===== src/rtl/scr1_pipe_wb_pkg.sv =====
// Writeback stage shared types and constants.
// Entry layout for buffered load results and scoreboard helpers.
package scr1_pipe_wb_pkg;

  localparam int SCR1_WB_LD_MAX     = 2;
  localparam int SCR1_WB_FIFO_DEPTH = 2;

  typedef struct packed {
    logic [4:0]  addr;
    logic [31:0] data;
  } type_scr1_wb_entry_s;

  // One-hot over x1..x31; x0 maps to an empty mask.
  function automatic logic [31:1] wb_addr_mask(
    input logic [4:0] a
  );
    logic [31:0] m;
    m = 32'd1 << a;
    return m[31:1];
  endfunction

endpackage


===== src/rtl/scr1_pipe_wb_fifo.sv =====
// Two-entry registered FIFO holding LSU results for writeback.
// Pointers and count reset; data storage does not.
module scr1_pipe_wb_fifo
  import scr1_pipe_wb_pkg::*;
(
  input  logic                clk,
  input  logic                rst_n,
  input  logic                push,
  input  logic                pop,
  input  type_scr1_wb_entry_s wdata,
  output type_scr1_wb_entry_s rdata,
  output logic                full,
  output logic                empty
);

  type_scr1_wb_entry_s mem [SCR1_WB_FIFO_DEPTH];

  logic       wptr;
  logic       rptr;
  logic [1:0] cnt;
  logic       push_ok;
  logic       pop_ok;

  assign full    = (cnt == 2'd2);
  assign empty   = (cnt == 2'd0);
  assign pop_ok  = pop & ~empty;
  // A full FIFO may take a push when the head leaves at the same edge.
  assign push_ok = push & (~full | pop_ok);
  assign rdata   = mem[rptr];

  always_ff @(posedge clk) begin
    if (!rst_n) begin
      wptr <= 1'b0;
      rptr <= 1'b0;
      cnt  <= 2'd0;
    end else begin
      if (push_ok) wptr <= ~wptr;
      if (pop_ok)  rptr <= ~rptr;
      if (push_ok && !pop_ok)
        cnt <= cnt + 2'd1;
      else if (!push_ok && pop_ok)
        cnt <= cnt - 2'd1;
    end
  end

  always_ff @(posedge clk) begin
    if (push_ok) mem[wptr] <= wdata;
  end

endmodule


===== src/rtl/scr1_pipe_mprf_wb.sv =====
// Writeback stage: merges ALU and LSU results onto the MPRF write port
// and tracks registers with outstanding loads.
module scr1_pipe_mprf_wb #(
  parameter int SCR1_WB_LD_MAX =
    scr1_pipe_wb_pkg::SCR1_WB_LD_MAX
) (
  input  logic        clk,
  input  logic        rst_n,
  input  logic        alu2wb_vd_i,
  input  logic [4:0]  alu2wb_rd_addr_i,
  input  logic [31:0] alu2wb_rd_data_i,
  input  logic        lsu2wb_vd_i,
  input  logic [4:0]  lsu2wb_rd_addr_i,
  input  logic [31:0] lsu2wb_rd_data_i,
  output logic        wb2lsu_rdy_o,
  input  logic        exu2wb_ld_issue_i,
  input  logic [4:0]  exu2wb_ld_rd_addr_i,
  output logic        wb2exu_ld_rdy_o,
  input  logic [4:0]  exu2wb_rs1_addr_i,
  input  logic [4:0]  exu2wb_rs2_addr_i,
  input  logic [4:0]  exu2wb_rd_addr_i,
  output logic        wb2exu_hazard_o,
  output logic        exu2mprf_w_req_o,
  output logic [4:0]  exu2mprf_rd_addr_o,
  output logic [31:0] exu2mprf_rd_data_o
);

  import scr1_pipe_wb_pkg::*;

  localparam int CW = $clog2(SCR1_WB_LD_MAX + 1);

  type_scr1_wb_entry_s lsu_ent;
  type_scr1_wb_entry_s head;

  logic          fifo_full;
  logic          fifo_empty;
  logic          lsu_push;
  logic          fifo_pop;
  logic          wb_lsu;
  logic          ld_acc;
  logic [31:1]   busy;
  logic [31:1]   set_mask;
  logic [31:1]   clr_mask;
  logic [31:1]   qry_mask;
  logic [CW-1:0] ld_cnt;

  assign lsu_ent  = '{addr: lsu2wb_rd_addr_i,
                      data: lsu2wb_rd_data_i};
  assign wb2lsu_rdy_o = ~fifo_full;
  assign lsu_push = lsu2wb_vd_i & wb2lsu_rdy_o;
  assign fifo_pop = ~alu2wb_vd_i & ~fifo_empty;

  scr1_pipe_wb_fifo i_fifo (
    .clk   (clk),
    .rst_n (rst_n),
    .push  (lsu_push),
    .pop   (fifo_pop),
    .wdata (lsu_ent),
    .rdata (head),
    .full  (fifo_full),
    .empty (fifo_empty)
  );

  always_ff @(posedge clk) begin
    if (!rst_n) begin
      exu2mprf_w_req_o   <= 1'b0;
      exu2mprf_rd_addr_o <= '0;
      exu2mprf_rd_data_o <= '0;
      wb_lsu             <= 1'b0;
    end else begin
      unique case (1'b1)
        alu2wb_vd_i: begin
          exu2mprf_w_req_o   <= |alu2wb_rd_addr_i;
          exu2mprf_rd_addr_o <= alu2wb_rd_addr_i;
          exu2mprf_rd_data_o <= alu2wb_rd_data_i;
          wb_lsu             <= 1'b0;
        end
        fifo_pop: begin
          exu2mprf_w_req_o   <= |head.addr;
          exu2mprf_rd_addr_o <= head.addr;
          exu2mprf_rd_data_o <= head.data;
          wb_lsu             <= 1'b1;
        end
        default: begin
          exu2mprf_w_req_o   <= 1'b0;
          wb_lsu             <= 1'b0;
        end
      endcase
    end
  end

  assign wb2exu_ld_rdy_o = ld_cnt < CW'(SCR1_WB_LD_MAX);
  assign ld_acc   = exu2wb_ld_issue_i & wb2exu_ld_rdy_o;
  assign set_mask = ld_acc
                  ? wb_addr_mask(exu2wb_ld_rd_addr_i) : '0;
  assign clr_mask = wb_lsu
                  ? wb_addr_mask(exu2mprf_rd_addr_o) : '0;

  // Clear is applied first so a same-edge set survives.
  always_ff @(posedge clk) begin
    if (!rst_n) begin
      busy   <= '0;
      ld_cnt <= '0;
    end else begin
      busy <= (busy & ~clr_mask) | set_mask;
      if (ld_acc && !wb_lsu)
        ld_cnt <= ld_cnt + CW'(1);
      else if (!ld_acc && wb_lsu)
        ld_cnt <= ld_cnt - CW'(1);
    end
  end

  assign qry_mask = wb_addr_mask(exu2wb_rs1_addr_i)
                  | wb_addr_mask(exu2wb_rs2_addr_i)
                  | wb_addr_mask(exu2wb_rd_addr_i);
  assign wb2exu_hazard_o = |(busy & qry_mask);

  a_ld_busy: assert property (
    @(posedge clk) disable iff (!rst_n)
    ld_acc |-> ~|(busy & wb_addr_mask(exu2wb_ld_rd_addr_i)));

  a_alu_busy: assert property (
    @(posedge clk) disable iff (!rst_n)
    alu2wb_vd_i |-> ~|(busy & wb_addr_mask(alu2wb_rd_addr_i)));

  a_lsu_cnt: assert property (
    @(posedge clk) disable iff (!rst_n)
    lsu2wb_vd_i |-> (ld_cnt != '0));

endmodule


===== config.mk =====
export PLATFORM = sky130hd
export DESIGN_NAME = scr1_pipe_mprf_wb
export DESIGN_NICKNAME = d
export VERILOG_FILES = /design/src/rtl/scr1_pipe_wb_pkg.sv /design/src/rtl/scr1_pipe_wb_fifo.sv /design/src/rtl/scr1_pipe_mprf_wb.sv
export SDC_FILE = /design/constraint.sdc
export NUM_CORES = 1
export LEC_CHECK = 0
export BUFFER_PORTS_ARGS = -buffer_cell sky130_fd_sc_hd__buf_4
export CORE_MARGIN = 2
export CORE_UTILIZATION = 50
export CTS_CLUSTER_SIZE = 16
export DETAILED_ROUTE_END_ITERATION = 10
export PLACE_DENSITY_LB_ADDON = 0.15
export SLEW_MARGIN = 20
export SYNTH_ARGS = -nofsm -noshare
export SYNTH_HDL_FRONTEND = slang
export SYNTH_SLANG_ARGS = --single-unit

===== constraint.sdc =====
create_clock -name clk -period 6.6 [get_ports clk]
set_input_delay 1.32 -clock clk [delete_from_list [all_inputs] [get_ports clk]]
set_output_delay 1.32 -clock clk [all_outputs]
set_load 0.02 [all_outputs]

* Word-level counts from Yosys, hierarchy flattened
Memory sizes are Yosys's and may differ from the RTL's. A register that Yosys moved wholly into a read port is not among the register bits.
Cells that the tools add are included.
** Storage, ports and cells
- Logic and storage cells :: 67
- Memories kept :: 1
- ROM bits :: 0
- Register bits after elaboration :: 76
- RAM bits :: 74
- Input port bits :: 99
- Output and inout bits :: 41
- Bits in latches :: 0
** Memory list
- i_fifo.mem :: depth 2, bits a word 37, read ports 1, clocked after Yosys merged registers in 1, wr ports 1, RTL line scr1_pipe_wb_fifo.sv:16 : type_scr1_wb_entry_s mem [SCR1_WB_FIFO_DEPTH];
** Operators by class
- Div/mod/pow operators :: 0
- Multipliers :: 0
- Mux-type cells :: 14
- Eq/ne operators :: 1
- Reductions and logical operators :: 15
- $lt $le $gt $ge :: 1
- Shift-type cells :: 5
- Bitwise operators :: 17
- Add/subtract/negate cells :: 4
** Operators by type and width (count)
- << shifter 1 x 5 -> 32 bit, first input constant :: 5
- bitwise OR 31 bit :: 3
- one-hot mux 32 bit (2 select lines) :: 1
- bitwise AND 31 bit :: 2
- 2-to-1 mux 31 bit :: 2
- inverter 31 bit :: 1
- OR reduction 31 bit :: 1
- one-hot mux 5 bit (2 select lines) :: 1
- OR reduction 5 bit :: 2
- 2-to-1 mux 2 bit :: 4
- nonzero test 2 bit :: 3
- bitwise AND 1 bit :: 5
- 2-to-1 mux 1 bit :: 5
- inverter 1 bit :: 5
- adder 2 x 1 -> 2 bit, second input constant :: 2
- logical AND 1 bit :: 4
- zero test 1 bit :: 4
- subtractor 2 x 1 -> 2 bit, second input constant :: 2
- == test 2 bit, second input constant :: 1
- zero test 2 bit :: 1
- less-than comparator 2 bit, second input constant :: 1
- one-hot mux 1 bit (2 select lines) :: 1
- bitwise OR 1 bit :: 1

* Depth between registers and ports, before layout
Gate-level depths: netlist of the first run.
- Depth in word-level cells :: 10
- Gate-level depth with buffers :: 8

* Cells and area by module
From an unflattened synthesis of the first run, not the netlist that was laid out.
** Second synthesis, totals
- Cells, all modules :: 708
- Area total of the unflattened synthesis :: 7360.8 um2
** By module, submodules not included
- scr1_pipe_mprf_wb :: instances 1, cells each 568, area an instance 4455.5 um2
- scr1_pipe_wb_fifo :: instances 1, cells each 140, area an instance 2905.3 um2

* Worst setup path before layout of the first run
No wires, ideal clock.
- Path kind :: input-to-output
- Start :: input port exu2wb_rs2_addr_i[0]
- End :: output port wb2exu_hazard_o
- Path slack :: 2097 ps
- Path buffers :: 1
- Data arrival time :: 3183 ps
- Stages :: 7
- Required time :: 5280 ps
- Cells stage by stage :: buf_2 nor2b_4 and4b_1 or4_1 or4_1 nor4_1 nand4_1
** On the way
- Longest elaborated chain between the ends :: 5
** RTL lines
- start, declared :: RTL line scr1_pipe_mprf_wb.sv:20 : input logic [4:0] exu2wb_rs2_addr_i,
- << shifter 1 x 5 -> 32 bit :: RTL line scr1_pipe_wb_pkg.sv:18 : m = 32'd1 << a;
- bitwise OR 31 bit :: RTL line scr1_pipe_mprf_wb.sv:114 : | wb_addr_mask(exu2wb_rs2_addr_i)
- bitwise OR 31 bit :: RTL line scr1_pipe_mprf_wb.sv:115 : | wb_addr_mask(exu2wb_rd_addr_i);
- bitwise AND 31 bit :: RTL line scr1_pipe_mprf_wb.sv:116 : assign wb2exu_hazard_o = |(busy & qry_mask);
- OR reduction 31 bit :: RTL line scr1_pipe_mprf_wb.sv:116
- end, declared :: RTL line scr1_pipe_mprf_wb.sv:22 : output logic wb2exu_hazard_o,
Every way passes these cells.

* Worst setup path in the final report of the first run
- Start :: input port exu2wb_rs2_addr_i[2]
- End :: output port wb2exu_hazard_o
The elaborated chain is that of the path after synthesis.

==> results of run 1 <==
per-layer routing:
metal | vias to the layer above | track usage | share of wire
li1 | 2842 | - | -
met1 | 2879 | 0.313 | 0.38
met2 | 225 | 0.459 | 0.51
met3 | 52 | 0.0733 | 0.065
met4 | 0 | 0.137 | 0.043
met5 | - | 0 | 0
placed cells by master (no fill, tap or decap), types with 4 or more instances in the layout:
cell,netlist,routed
a211oi_1,36,36
a21boi_0,13,13
a21boi_1,20,20
a21oi_1,43,43
a31oi_1,7,7
and2_1,5,5
and3_1,11,10
and3b_1,5,5
and4b_1,4,4
buf_4,2,142
clkbuf_16,0,17
dfxtp_1,77,76
edfxtp_1,74,74
inv_1,8,8
inv_8,0,4
mux2_2,4,4
mux2i_1,51,51
nand2_1,55,55
nand2b_1,7,7
nand3_1,11,11
nand3b_1,11,11
nand4_1,5,5
nor2_1,50,49
nor2b_1,39,39
nor3_1,6,6
nor3b_1,8,8
nor4_1,8,8
o21ai_0,44,44
or3_1,4,4
final cells by class:
class                           instances  area (sq um)  share of cell area
Inverter                                8          30.0             0.00339
Clock buffer                           17           425              0.0480
Clock inverter                         15           138              0.0155
Timing Repair Buffer                  142          1070               0.120
Sequential cell                       151          3760               0.425
Multi-Input combinational cell        498          3220               0.363
Tap cell                              180           225              0.0254
sequential cells by signal (all words and copies together) (netlist names), 2 cells and up, named ones only:
name / count
busy: 31
exu2mprf_rd_addr_o: 5
exu2mprf_rd_data_o: 32
i_fifo.cnt: 2
i_fifo.mem: 74
ld_cnt: 2
stage by stage:
stage	total power, mW	hold WS, ns
floorplan	1.72	0.453
global placement	1.94	0.501
detailed placement	1.97	0.533
CTS	2.90	0.543
global route	3.02	0.569
finish	2.88	0.543
critical path, delay by kind of cell:
| family | cells | cell delay (ns) |
|---|---|---|
| buffers and inverters | 2 | 0.33 |
| AND/OR/NAND/NOR | 6 | 1.78 |
path summary, 6_finish.rpt:
kind | start | end | slack (ns) | cells after the start
setup / recovery | exu2wb_rs2_addr_i[2] | wb2exu_hazard_o | 1.84 | 8
hold / removal | busy[25] | busy[25] | 0.54 | 2
setup reg to reg | i_fifo.cnt[0] | i_fifo.cnt[1] | 4.12 | 6
hold reg to reg | busy[25] | busy[25] | 0.54 | 2
power breakdown:
group	switching [mW]	internal [mW]	leakage, nW
combinational	0.457	0.311	1.68
sequential	0.0712	1.12	1.32
clock	0.426	0.496	0.272
logic make-up (layout without fill, tap and decap cells):
logic type,Yosys count,count (layout),share of synthesized area
flip-flops,151,151,0.522
adder cells (fa/ha/maj),2,2,0.00347
buffers and inverters,59,182,0.0330
AND/OR/NAND/NOR,251,251,0.195
multiplexers,55,55,0.0771
AO/OA/AOI/OAI,185,185,0.164
XOR/XNOR,5,5,0.00608
==> reports/qor.csv, run 1 <==
stage,metric,value,unit
outcome,status,"finished, final reports clean",
worst_setup_path,nature of the critical path endpoint,output pin,
timing,max-slew violation count,0,
final_layout,fillcell total,1139,
timing,Worst Skew,0.0108,ns
routing,number of vias per cell,5.93,
logic_synthesis,Synth Cell Area,7210,sq um
logic_synthesis,asr flop ratio synth,0,
floorplanning,die area,15400,sq um
timing,slew margin rel.,0.272,
grt,global-route usage over all layers,0.270,
timing,endpoints failing hold,0,
clock_network,Max Root-Sink Buffers,2,
job,max_cap viols,0,
worst_setup_path,CP max-delay cell,or4_1,
logic_synthesis,register bit total from synthesis,151,
logic_synthesis,Area contributors post-synth,"edfxtp_1, dfxtp_1, mux2i_1",
timing,setup_tns,0,ns
logic_synthesis,commonest cells in the netlist,"dfxtp_1, edfxtp_1, nand2_1",
final_layout,ANT cells,0,
place,Final GP Congestion,0.953,
final_layout,fraction of layout instances using a drive strength above 1,0.220,
clock_network,CTS buffer count,17,
floorplanning,Starting Density,0.515,
logic_synthesis,"count leader, synth",dfxtp_1,
logic_synthesis,Syn Inst Count,708,
logic_synthesis,"EDFF count, synth",74,
timing,Worst-Margin Slew,1.09,ns
worst_setup_path,Max stage delay on crit path,0.53,ns
clock_network,CTS root buf,clkbuf_16,
clock_network,post-CTS setup buffers,0,
pwr,power per cell area,325,nW/um^2
worst_setup_path,CP Class,input pin to output pin,
logic_synthesis,top-area cell type share of the netlist area,0.308,
final_layout,Final Cell Area,8870,sq um
routing,vias,5998,
routing,drt initial violations,554,
logic_synthesis,Synth Flop Type,dfxtp_1,
final_layout,final-stage net count,919,
routing,post-route DRC violation count,0,
timing,Final min period,4.76,ns
logic_synthesis,Synth warnings,0,
logic_synthesis,"area leader, netlist",edfxtp_1,
floorplanning,I/O pin cnt,140,
worst_setup_path,crit path max fanout,11,
final_layout,area grow syn2layout,23.0,%
pwr,Max IR drop VDD,247,uV
timing,final setup fails,0,
timing,Max Freq,210,MHz
place,Placed Cells,979,
grt,pin count of the biggest net entering global routing,78,
logic_synthesis,syn nets,809,
place,Placement Setup Slack,1.85,ns
timing,worst setup margin,1.84,ns
floorplanning,site row count,43,
clock_network,Post-CTS Hold Fix Bufs,0,
logic_synthesis,Avg Inst Size Synth,10.2,sq um
routing,final wirelength,20200,um
clock_network,H-tree lvl count,4,
clock_network,TritonCTS clock tree,yes,
routing,Initial DRT Pass Iterations,5,
grt,number of global-route vias before repair,5711,
worst_hold_path,Hold Path Class,flip-flop to flip-flop,
place,PortBufs,139,
grt,initial antenna violation count,0,
worst_setup_path,CP required,5.28,ns
grt,first-pass GRT wire length,30700,um
worst_setup_path,"Arr. time, crit path",3.44,ns
logic_synthesis,Netlist cell types,60,
grt,remaining global-route overflow,0,
clock_network,CTS Sinks,151,
worst_setup_path,crit-path cells,buf_4 -> nor2b_1 -> and4b_1 -> or4_1 -> or4_1 -> nor4_1 -> nand4_1 -> buf_4,
final_layout,Post-Layout Cell Count,1011,
floorplanning,Die H,124,um
place,placed cell area,8300,sq um
final_layout,final core occ,0.634,
clock_network,Worst-Skew Late Latency,0.43,ns
place,hpwl dp,13900,um
routing,Routed Antenna Nets,0,
logic_synthesis,post-synthesis sequential area ratio,0.522,
routing,Avg WL per Cell,20.0,um
clock_network,Post-CTS Resized,0,
floorplanning,die outline width,124,um
worst_setup_path,Startpoint Class,input pin,
timing,period utilization,0.721,
floorplanning,CORE AREA,14000,sq um
pwr,LEAKAGE,3.27,nW
clock_network,Clock transition at path regs,0.07,ns
timing,setup repair after global routing missed its margin,false,
No activity file was read; power rests on OpenSTA's default activity.
==> run 2, diff against run 1 <==
- clock period: 6.6 -> 4.16 ns (I/O delays scaled with it)
==> run 2 against run 1 <==
- global-route usage decreased by 0.11 points
- critical path depth unchanged
- first-iteration DRC count grew 7.9%
- sequential cell count unchanged
- clock skew grew 0.0066 ns
- wire length shrank 1.4%
- critical endpoint unchanged
- highest routed layer unchanged
==> reports/qor.csv, run 2 (synthesis gave the netlist of run 1 again) <==
stage,metric,value,unit
clock_network,Clock transition at path regs,0.06,ns
routing,post-route DRC violation count,0,
grt,number of global-route vias before repair,5732,
place,Final GP Congestion,0.947,
clock_network,CTS Sinks,151,
grt,global-route usage over all layers,0.269,
floorplanning,CORE AREA,14000,sq um
floorplanning,Starting Density,0.515,
floorplanning,die outline width,124,um
final_layout,highest-count cells in the layout ignoring fill and taps,"buf_4, dfxtp_1, edfxtp_1",
outcome,status,"finished, final reports clean",
timing,setup repair after global routing missed its margin,false,
place,placed cell area,8300,sq um
timing,period utilization,0.906,
timing,Hold Slack,0.545,ns
floorplanning,die area,15400,sq um
grt,pin count of the biggest net entering global routing,78,
clock_network,H-tree lvl count,4,
clock_network,Post-CTS Hold Fix Bufs,0,
timing,Max Freq,265,MHz
timing,final setup fails,0,
place,Placement Setup Slack,0.401,ns
grt,first-pass GRT wire length,30900,um
worst_setup_path,crit path max fanout,11,
worst_setup_path,"Arr. time, crit path",2.94,ns
clock_network,TritonCTS clock tree,yes,
clock_network,CTS root buf,clkbuf_16,
routing,number of vias per cell,5.94,
worst_hold_path,Hold Path Class,flip-flop to flip-flop,
worst_setup_path,nature of the critical path endpoint,output pin,
pwr,logic gate share of total power,0.270,
pwr,Clock power frac,0.315,
routing,Initial DRT Pass Iterations,4,
timing,slew margin rel.,0.336,
pwr,sequential power share,0.416,
job,max_cap viols,0,
timing,max-slew violation count,0,
place,hpwl dp,13700,um
clock_network,Max Root-Sink Buffers,2,
worst_setup_path,CP Class,input pin to output pin,
grt,initial antenna violation count,0,
worst_setup_path,CP required,3.33,ns
pwr,switching portion of total power,0.326,
pwr,Max IR drop VDD,396,uV
routing,final wirelength,20000,um
final_layout,final-stage net count,919,
final_layout,Final Cell Area,8860,sq um
pwr,power per cell area,510,nW/um^2
final_layout,biggest regs,"i_fifo.mem (74), exu2mprf_rd_data_o (32), busy (31)",
routing,vias,6007,
final_layout,ANT cells,0,
grt,remaining global-route overflow,0,
clock_network,post-CTS setup buffers,0,
clock_network,Post-CTS Resized,0,
final_layout,final core occ,0.633,
timing,setup_tns,0,ns
timing,endpoints failing hold,0,
worst_setup_path,Startpoint Class,input pin,
place,PortBufs,139,
routing,Avg WL per Cell,19.7,um
final_layout,Largest Register,i_fifo.mem,
timing,Final min period,3.77,ns
floorplanning,Die H,124,um
timing,Worst-Margin Slew,0.994,ns
timing,worst setup margin,0.393,ns
floorplanning,I/O pin cnt,140,
routing,drt initial violations,598,
final_layout,max reg flops,74,
routing,Routed Antenna Nets,0,
clock_network,Worst-Skew Late Latency,0.43,ns
final_layout,"commonest non-fill, non-tap cell in the layout",buf_4,
pwr,Cell Int Power,3.05,mW
timing,Worst Skew,0.0173,ns
pwr,LEAKAGE,3.27,nW
final_layout,fraction of layout instances using a drive strength above 1,0.219,
pwr,Psw,1.47,mW
final_layout,area grow syn2layout,22.9,%
clock_network,CTS buffer count,17,
floorplanning,site row count,43,
[run 2: stage by stage]
| stage | power, mW | instances |
|---|---|---|
| floorplan | 2.73 | 708 |
| global placement | 3.08 | 978 |
| detailed placement | 3.11 | 978 |
| CTS | 4.53 | 1010 |
| global route | 4.75 | 1011 |
| finish | 4.52 | 1011 |
[run 2: final cells by class]
type                            count  area, sq um
Clock buffer                       18          429
Inverter                            8         30.0
Tap cell                          180          225
Multi-Input combinational cell    498         3220
Clock inverter                     14          114
Timing Repair Buffer              142         1080
Sequential cell                   151         3760
Fill cell                        1166         5130
[run 2: metal layers]
metal	vias to the layer above	part of all wire	track usage
li1	2854	-	-
met1	2889	0.40	0.325
met2	226	0.51	0.464
met3	38	0.062	0.0668
met4	0	0.026	0.100
met5	-	0	0
[run 2: worst max-delay path: stages]
cell and delay, ns:
buf_4 0.15, nor2b_1 0.16, and4b_1 0.21, or4_1 0.45, or4_1 0.53, nor4_1 0.27, nand4_1 0.14, buf_4 0.19
[run 2: worst paths after layout]
check	start	endpoint	slack (ns)	depth (start not counted)
hold reg to reg	ld_cnt[1]	ld_cnt[1]	0.55	2
setup / recovery	exu2wb_rs2_addr_i[2]	wb2exu_hazard_o	0.39	8
hold / removal	ld_cnt[1]	ld_cnt[1]	0.55	2
setup reg to reg	i_fifo.cnt[0]	i_fifo.cnt[1]	1.84	5
[run 2: power by group through the flow]
stage / sequential (mW) / clock (mW) / combinational (mW)
6_report: 1.88 / 1.42 / 1.22
4_1_cts: 1.88 / 1.44 / 1.21
5_1_grt: 1.90 / 1.50 / 1.35
2_1_floorplan: 1.95 / 0 / 0.781
3_3_place_gp: 1.90 / 0 / 1.18
3_5_place_dp: 1.91 / 0 / 1.20
